==> src/rtl/mp_add_sequencer.sv <==
// Sequences multi-word additions through an external single-cycle adder,
// chaining carry between words and registering one result beat per accepted operand beat.
module mp_add_sequencer #(
    parameter int N         = 64,
    parameter int MAX_WORDS = 4,
    localparam int W        = (MAX_WORDS > 1) ? $clog2(MAX_WORDS) : 1
) (
    input  logic         clk,
    input  logic         rst_n,
    input  logic         in_valid,
    output logic         in_ready,
    input  logic [N-1:0] in_a,
    input  logic [N-1:0] in_b,
    input  logic         in_cin,
    input  logic         in_first,
    input  logic         in_last,
    output logic [N-1:0] add_a,
    output logic [N-1:0] add_b,
    output logic         add_cin,
    input  logic [N-1:0] add_sum,
    input  logic         add_cout,
    output logic         out_valid,
    input  logic         out_ready,
    output logic [N-1:0] out_sum,
    output logic [W-1:0] out_idx,
    output logic         out_last,
    output logic         out_cout,
    output logic         out_zero,
    output logic         out_err
);

    typedef enum logic {IDLE, CHAIN} state_t;

    localparam logic [W-1:0] LAST_IDX = W'(MAX_WORDS - 1);

    state_t       state, state_nxt;
    logic         carry_q;
    logic [W-1:0] idx_q;
    logic         zacc_q;

    logic         accept, starts, forced, eff_last, beat_err, beat_zero;
    logic [W-1:0] beat_idx;

    assign in_ready = !out_valid || out_ready;
    assign accept   = in_valid && in_ready;
    assign add_a    = in_a;
    assign add_b    = in_b;

    always_ff @(posedge clk or negedge rst_n) begin
        if (!rst_n) state <= IDLE;
        else        state <= state_nxt;
    end

    always_comb begin
        state_nxt = state;
        if (accept) state_nxt = eff_last ? IDLE : CHAIN;
    end

    // A beat in IDLE always opens a transaction; in_first in CHAIN abandons the open one.
    always_comb begin
        starts    = (state == IDLE) || in_first;
        beat_idx  = starts ? '0 : idx_q;
        forced    = (beat_idx == LAST_IDX) && !in_last;
        eff_last  = in_last || forced;
        beat_err  = ((state == CHAIN) && in_first) || ((state == IDLE) && !in_first) || forced;
        beat_zero = (starts ? 1'b1 : zacc_q) && (add_sum == '0);
        add_cin   = starts ? in_cin : carry_q;
    end

    always_ff @(posedge clk or negedge rst_n) begin
        if (!rst_n) begin
            out_valid <= 1'b0;
            out_sum   <= '0;
            out_idx   <= '0;
            out_last  <= 1'b0;
            out_cout  <= 1'b0;
            out_zero  <= 1'b0;
            out_err   <= 1'b0;
            carry_q   <= 1'b0;
            idx_q     <= '0;
            zacc_q    <= 1'b1;
        end else if (accept) begin
            out_valid <= 1'b1;
            out_sum   <= add_sum;
            out_idx   <= beat_idx;
            out_last  <= eff_last;
            out_cout  <= add_cout;
            out_zero  <= beat_zero;
            out_err   <= beat_err;
            carry_q   <= add_cout;
            idx_q     <= beat_idx + W'(1);
            zacc_q    <= beat_zero;
        end else if (out_ready) begin
            out_valid <= 1'b0;
        end
    end

endmodule

==> config.mk <==
export PLATFORM = sky130hd
export DESIGN_NAME = mp_add_sequencer
export DESIGN_NICKNAME = d
export VERILOG_FILES = /design/src/rtl/mp_add_sequencer.sv
export SDC_FILE = /design/constraint.sdc
export NUM_CORES = 1
export LEC_CHECK = 0
export CORE_AREA = 2 2 158 160
export DETAILED_ROUTE_END_ITERATION = 7
export DIE_AREA = 0 0 160 162
export GPL_ROUTABILITY_DRIVEN = 0
export PLACE_DENSITY = 0.55
export SETUP_SLACK_MARGIN = 0.02
export SYNTH_ARGS = -nofsm -noshare
export SYNTH_HDL_FRONTEND = slang
export SYNTH_SLANG_ARGS = --single-unit
export TNS_END_PERCENT = 20
==> constraint.sdc <==
create_clock -name clk -period 1.7 [get_ports clk]
set_input_delay 0.255 -clock clk [delete_from_list [all_inputs] [get_ports clk]]
set_output_delay 0.255 -clock clk [all_outputs]
set_load 0.005 [all_outputs]
# After elaboration in Yosys (flattened, before gate mapping)
# Index checks and enable logic that the tools add are counted.
# Widths: inputs -> output; s select.
[classes] bitwise=1 add_sub_neg=1 n_eq_ne=1 n_reduce_logical=15 mux=6
[ops] cell="$logic_not 64->1" n=1
[ops] cell="$logic_and 1x1->1" n=5
[ops] cell="$logic_or 1x1->1" n=5
[ops] cell="$mux 1" n=5
[ops] cell="$logic_not 1->1" n=3
[ops] cell="$add 2x1->2 const B" n=1
[ops] cell="$eq 2x2->1 const B" n=1
[ops] cell="$mux 2" n=1
[ops] cell="$reduce_bool 2->1" n=1
[ops] cell="$not 1->1" n=1
[totals] reg_bits=75 inputBits=200 output_inout_bits=201

# Depth between registers and ports, before layout
# Gate-level depths: netlist of run 1.
[logic_depth] depth_word=7 depth_mapped=6 mapped_depth_nobuf=6

# Worst setup path before layout of run 1
# OpenSTA, ideal clock, no wires.
[synth_path] path_kind="register to register" startpoint="register state" endpoint="register out_last" stages_incl_launch_ff=6 setup_slack_ns=0.193 arrival_ns=1.388 setup_ns=0.119 required_time_ns=1.581 path_cell_list="dfrtp_1 ha_1 and2_1 ha_1 or3_1 o21a_1"
[synth_via] elab_chain_cells=6
[synth_lines] item="from (decl)" line="36" rtl="state_t state, state_nxt;"
[synth_lines] item="from (signal assigned)" line="51" rtl="else state <= state_nxt;"
[synth_lines] item="$not 1->1" line="61" rtl="starts = (state == IDLE) || in_first;"
[synth_lines] item="$logic_or 1x1->1" line="61"
[synth_lines] item="$mux 2" line="62" rtl="beat_idx = starts ? '0 : idx_q;"
[synth_lines] item="via beat_idx[0]" line="42" rtl="logic [W-1:0] beat_idx;"
[synth_lines] item="$eq 2x2->1" line="63" rtl="forced = (beat_idx == LAST_IDX) && !in_last;"
[synth_lines] item="$logic_and 1x1->1" line="63"
[synth_lines] item="$logic_or 1x1->1" line="64" rtl="eff_last = in_last || forced;"
[synth_lines] item="to (signal assigned)" line="86" rtl="out_last <= eff_last;"
[synth_lines] item="to (decl)" line="26" rtl="output logic out_last,"
# The timed path passes the listed nets, and every way through them passes these cells.
# A chain may end at the register's enable or synchronous reset.

# Final worst setup path of run 1
[layout_path] startpoint="input add_sum[19]" endpoint="register out_zero"
[layout_via] elab_chain_cells=2
[layout_lines] item="from (decl)" line="20" rtl="input logic [N-1:0] add_sum,"
[layout_lines] item="$logic_not 64->1" line="66" rtl="beat_zero = (starts ? 1'b1 : zacc_q) && (add_sum == '0);"
[layout_lines] item="$logic_and 1x1->1" line="66"
[layout_lines] item="to (signal assigned)" line="88" rtl="out_zero <= beat_zero;"
[layout_lines] item="to (decl)" line="28" rtl="output logic out_zero,"
# Every way passes these cells.

==> flow_summary.toml, run 1 <==
[outcome]
status = "completed"

[timing]
slew_headroom_pct = 67.8
setup_violations = 0
slew_violations = 0
tightestPinTransition_ps = 482
hold_viol_final = 0
min_period_ps = 1640
skew_ps = 4.07
fmaxAchievable_mhz = 609
period_share_pct = 96.6
rsz0062_at_grt = "true"

[run]
maxCapViolations = 0

[floorplanning]
die_y_um = 162
io-pin-count = 401
start_util_pct = 16.4
coreArea_um2 = 24100
die-area_um2 = 25900
rows = 57
die_x_um = 160

[power]
power.density_nw_per_um2 = 974
ir_drop_mv = 0.441
p_total_w = 0.00531
p_leak_nw = 2.17

[routing]
dr.pass1.iters = 4
final_antenna_net_count = 0
vias = 2485
viasPerCell = 3.52
wl_per_cell_um = 17.2
wl_mm = 12.1
drc = 0
drtIter0Drc = 72

[critical_path]
critical_path_buf_inv_count = 1
slowest_delay_ps = 520
crit_required_ps = 1970
end_kind = "register"
critPathSlowestCell = "or4_4"
critPathArrivalTime_ps = 1910
critPathMaxFanout = 2
reg2reg_from = "state$_DFFE_PN0P_"
startpoint_type = "input pin"
rr_endpoint = "out_last$_DFFE_PN0P_"
crit_chain = "clkdlybuf4s50_1, nor4_4, o2111ai_4, or4_4, o21ai_2"
ff2ff_path_depth = 6
cp_top_family = "simple AND/OR/NAND/NOR gates"
reg2reg_slack_ps = 60
path_class = "input pin to register"

[synthesis]
seq_area_frac_synth_pct = 47.6
synth_warnings = 0
synth_cells = 331
yosysUniqueCellTypes = 21
syn_area_um2 = 3940
syn_nets = 533
synth-seq-cells = 75
synth_area_per_cell_um2 = 11.9

[clock_tree]
htreeDepth = 3
clk_pin_slew_ps = 60
cts_tree = "built"
clock-sinks = 75
clockBufferDepth = 2
cts_buffers = 9
clock_latency_ps = 330
root_buffer = "clkbuf_16"

[worst_hold_path]
hold_end = "out_sum[6]$_DFFE_PN0P_"
hold_path_depth = 2
worstHoldPathType = "input pin to register"
worstHoldStart = "add_sum[6]"

[global_routing]
grt_usage_pct = 9.17
grt_max_degree = 42
grt_pass1_wl_mm = 17.4
antenna_found_initial = 0
first_global_vias = 2807
grt-ovfl-total = 0

[cells_and_area]
final_area_um2 = 5460
insertedDiodeCount = 0
nets = 578
synthToLayoutAreaGrowth_pct = 38.4
drive_gt1_share_pct = 34.1
layout_commonest_cell = "clkdlybuf4s50_1"
final_cell_mix = "135 x clkdlybuf4s50_1, 74 x dfrtp_1, 66 x mux2_2"

[placed_design]
place_area_um2 = 5010
hpwl_mm = 9.66
portBuffers = 144
## how the worst max path moves through the flow
stage,endpoint,start,cells past startpoint
finish,out_zero$_DFFE_PN0P_,add_sum[19],5
global placement,zacc_q$_DFFE_PN1P_,add_sum[43],6
floorplan,out_last$_DFFE_PN0P_,state$_DFFE_PN0P_,5
detailed placement,zacc_q$_DFFE_PN1P_,add_sum[45],6
CTS,out_zero$_DFFE_PN0P_,state$_DFFE_PN0P_,6
global route,out_zero$_DFFE_PN0P_,add_sum[19],5
## layer usage
metal | global-route usage, % | routed length [um]
met5 | 0 | 0
met1 | 8.32 | 3860
met2 | 16.4 | 6450
met3 | 3.58 | 1040
met4 | 7.21 | 769
## where the power goes
group          switching (W)  leakage [nW]  internal [W]
combinational       0.000397          1.14      0.000825
sequential          0.000136         0.882       0.00204
clock               0.000778         0.143       0.00114
total                0.00131          2.17       0.00400
## through the flow
stage          setup slack (ps)  setup TNS (ps)  util [%]  hold WS, ps  instances
2_1_floorplan               193               0         -        -40.6        331
3_3_place_gp               -623           -6280      20.8          249        686
3_5_place_dp               -677           -7830      20.8          250        686
4_1_cts                    5.75               0      22.3          369        705
5_1_grt                   -6.20           -6.20      22.6          222        705
6_report                   58.6               0      22.6          223        705
## repair_timing
item                                   CTS  global route
setup endpoints to repair                4             3
buffers inserted                         2             0
gates resized for setup                 18            17
endpoints found under the hold margin   33             0
pin swaps                                5             6
hold buffers                             1             0
cloned                                   0             0
## cell families (layout without fill, tap and decap cells)
family | Yosys count | count (layout) | share of synthesized area, %
AO/OA/AOI/OAI | 7 | 7 | 1.11
flip-flops | 75 | 75 | 47.6
AND/OR/NAND/NOR | 42 | 42 | 6.16
adder cells (fa/ha/maj) | 2 | 2 | 0.634
multiplexers | 66 | 66 | 18.8
buffers and inverters | 139 | 189 | 25.6
## synth_stat cells
master / number / area share [%]
mux2_2: 66 / 19
o21ai_0: 1 / 0.13
buf_4: 128 / 24
nor4_1: 13 / 2.1
inv_1: 3 / 0.29
nand2b_1: 2 / 0.32
dfstp_2: 1 / 0.67
o21a_1: 2 / 0.38
a21oi_1: 1 / 0.13
dfrtp_1: 74 / 47
buf_2: 7 / 0.89
ha_1: 2 / 0.63
nand4_1: 3 / 0.48
nand2_1: 16 / 1.5
o2111ai_1: 1 / 0.22
and2_1: 3 / 0.48
clkbuf_1: 1 / 0.095
nor4_2: 3 / 0.95
o21ai_1: 2 / 0.25
or4_1: 1 / 0.19
or3_1: 1 / 0.16
## state kept, by name, indices dropped and copies added, names as in the netlist
name and count:
out_sum 64, out_valid 1, zacc_q 1, out_err 1
state 1, out_zero 1, out_idx 2, out_last 1
idx_q 2, out_cout 1
## final cells by class
type | count | area, um^2
fillers | 2622 | 18600
clock buffers | 10 | 229
well taps | 324 | 405
repair buffers | 170 | 1680
multi-input cells | 117 | 1190
clock inverters | 6 | 65.1
flip-flops and latches | 75 | 1880
inverters | 3 | 13.8
Note: power is estimated with default switching activity, not from simulation.
==> run 2: changes to the inputs <==
--- a/config.mk
+++ b/config.mk
@@ -11,6 +11,7 @@
 export GPL_ROUTABILITY_DRIVEN = 0
 export PLACE_DENSITY = 0.55
 export SETUP_SLACK_MARGIN = 0.02
+export SLEW_MARGIN = 20
 export SYNTH_ARGS = -nofsm -noshare
 export SYNTH_HDL_FRONTEND = slang
 export SYNTH_SLANG_ARGS = --single-unit
==> results of run 2 <==
The final DEF is identical to that of run 1; final timing and power are the same.
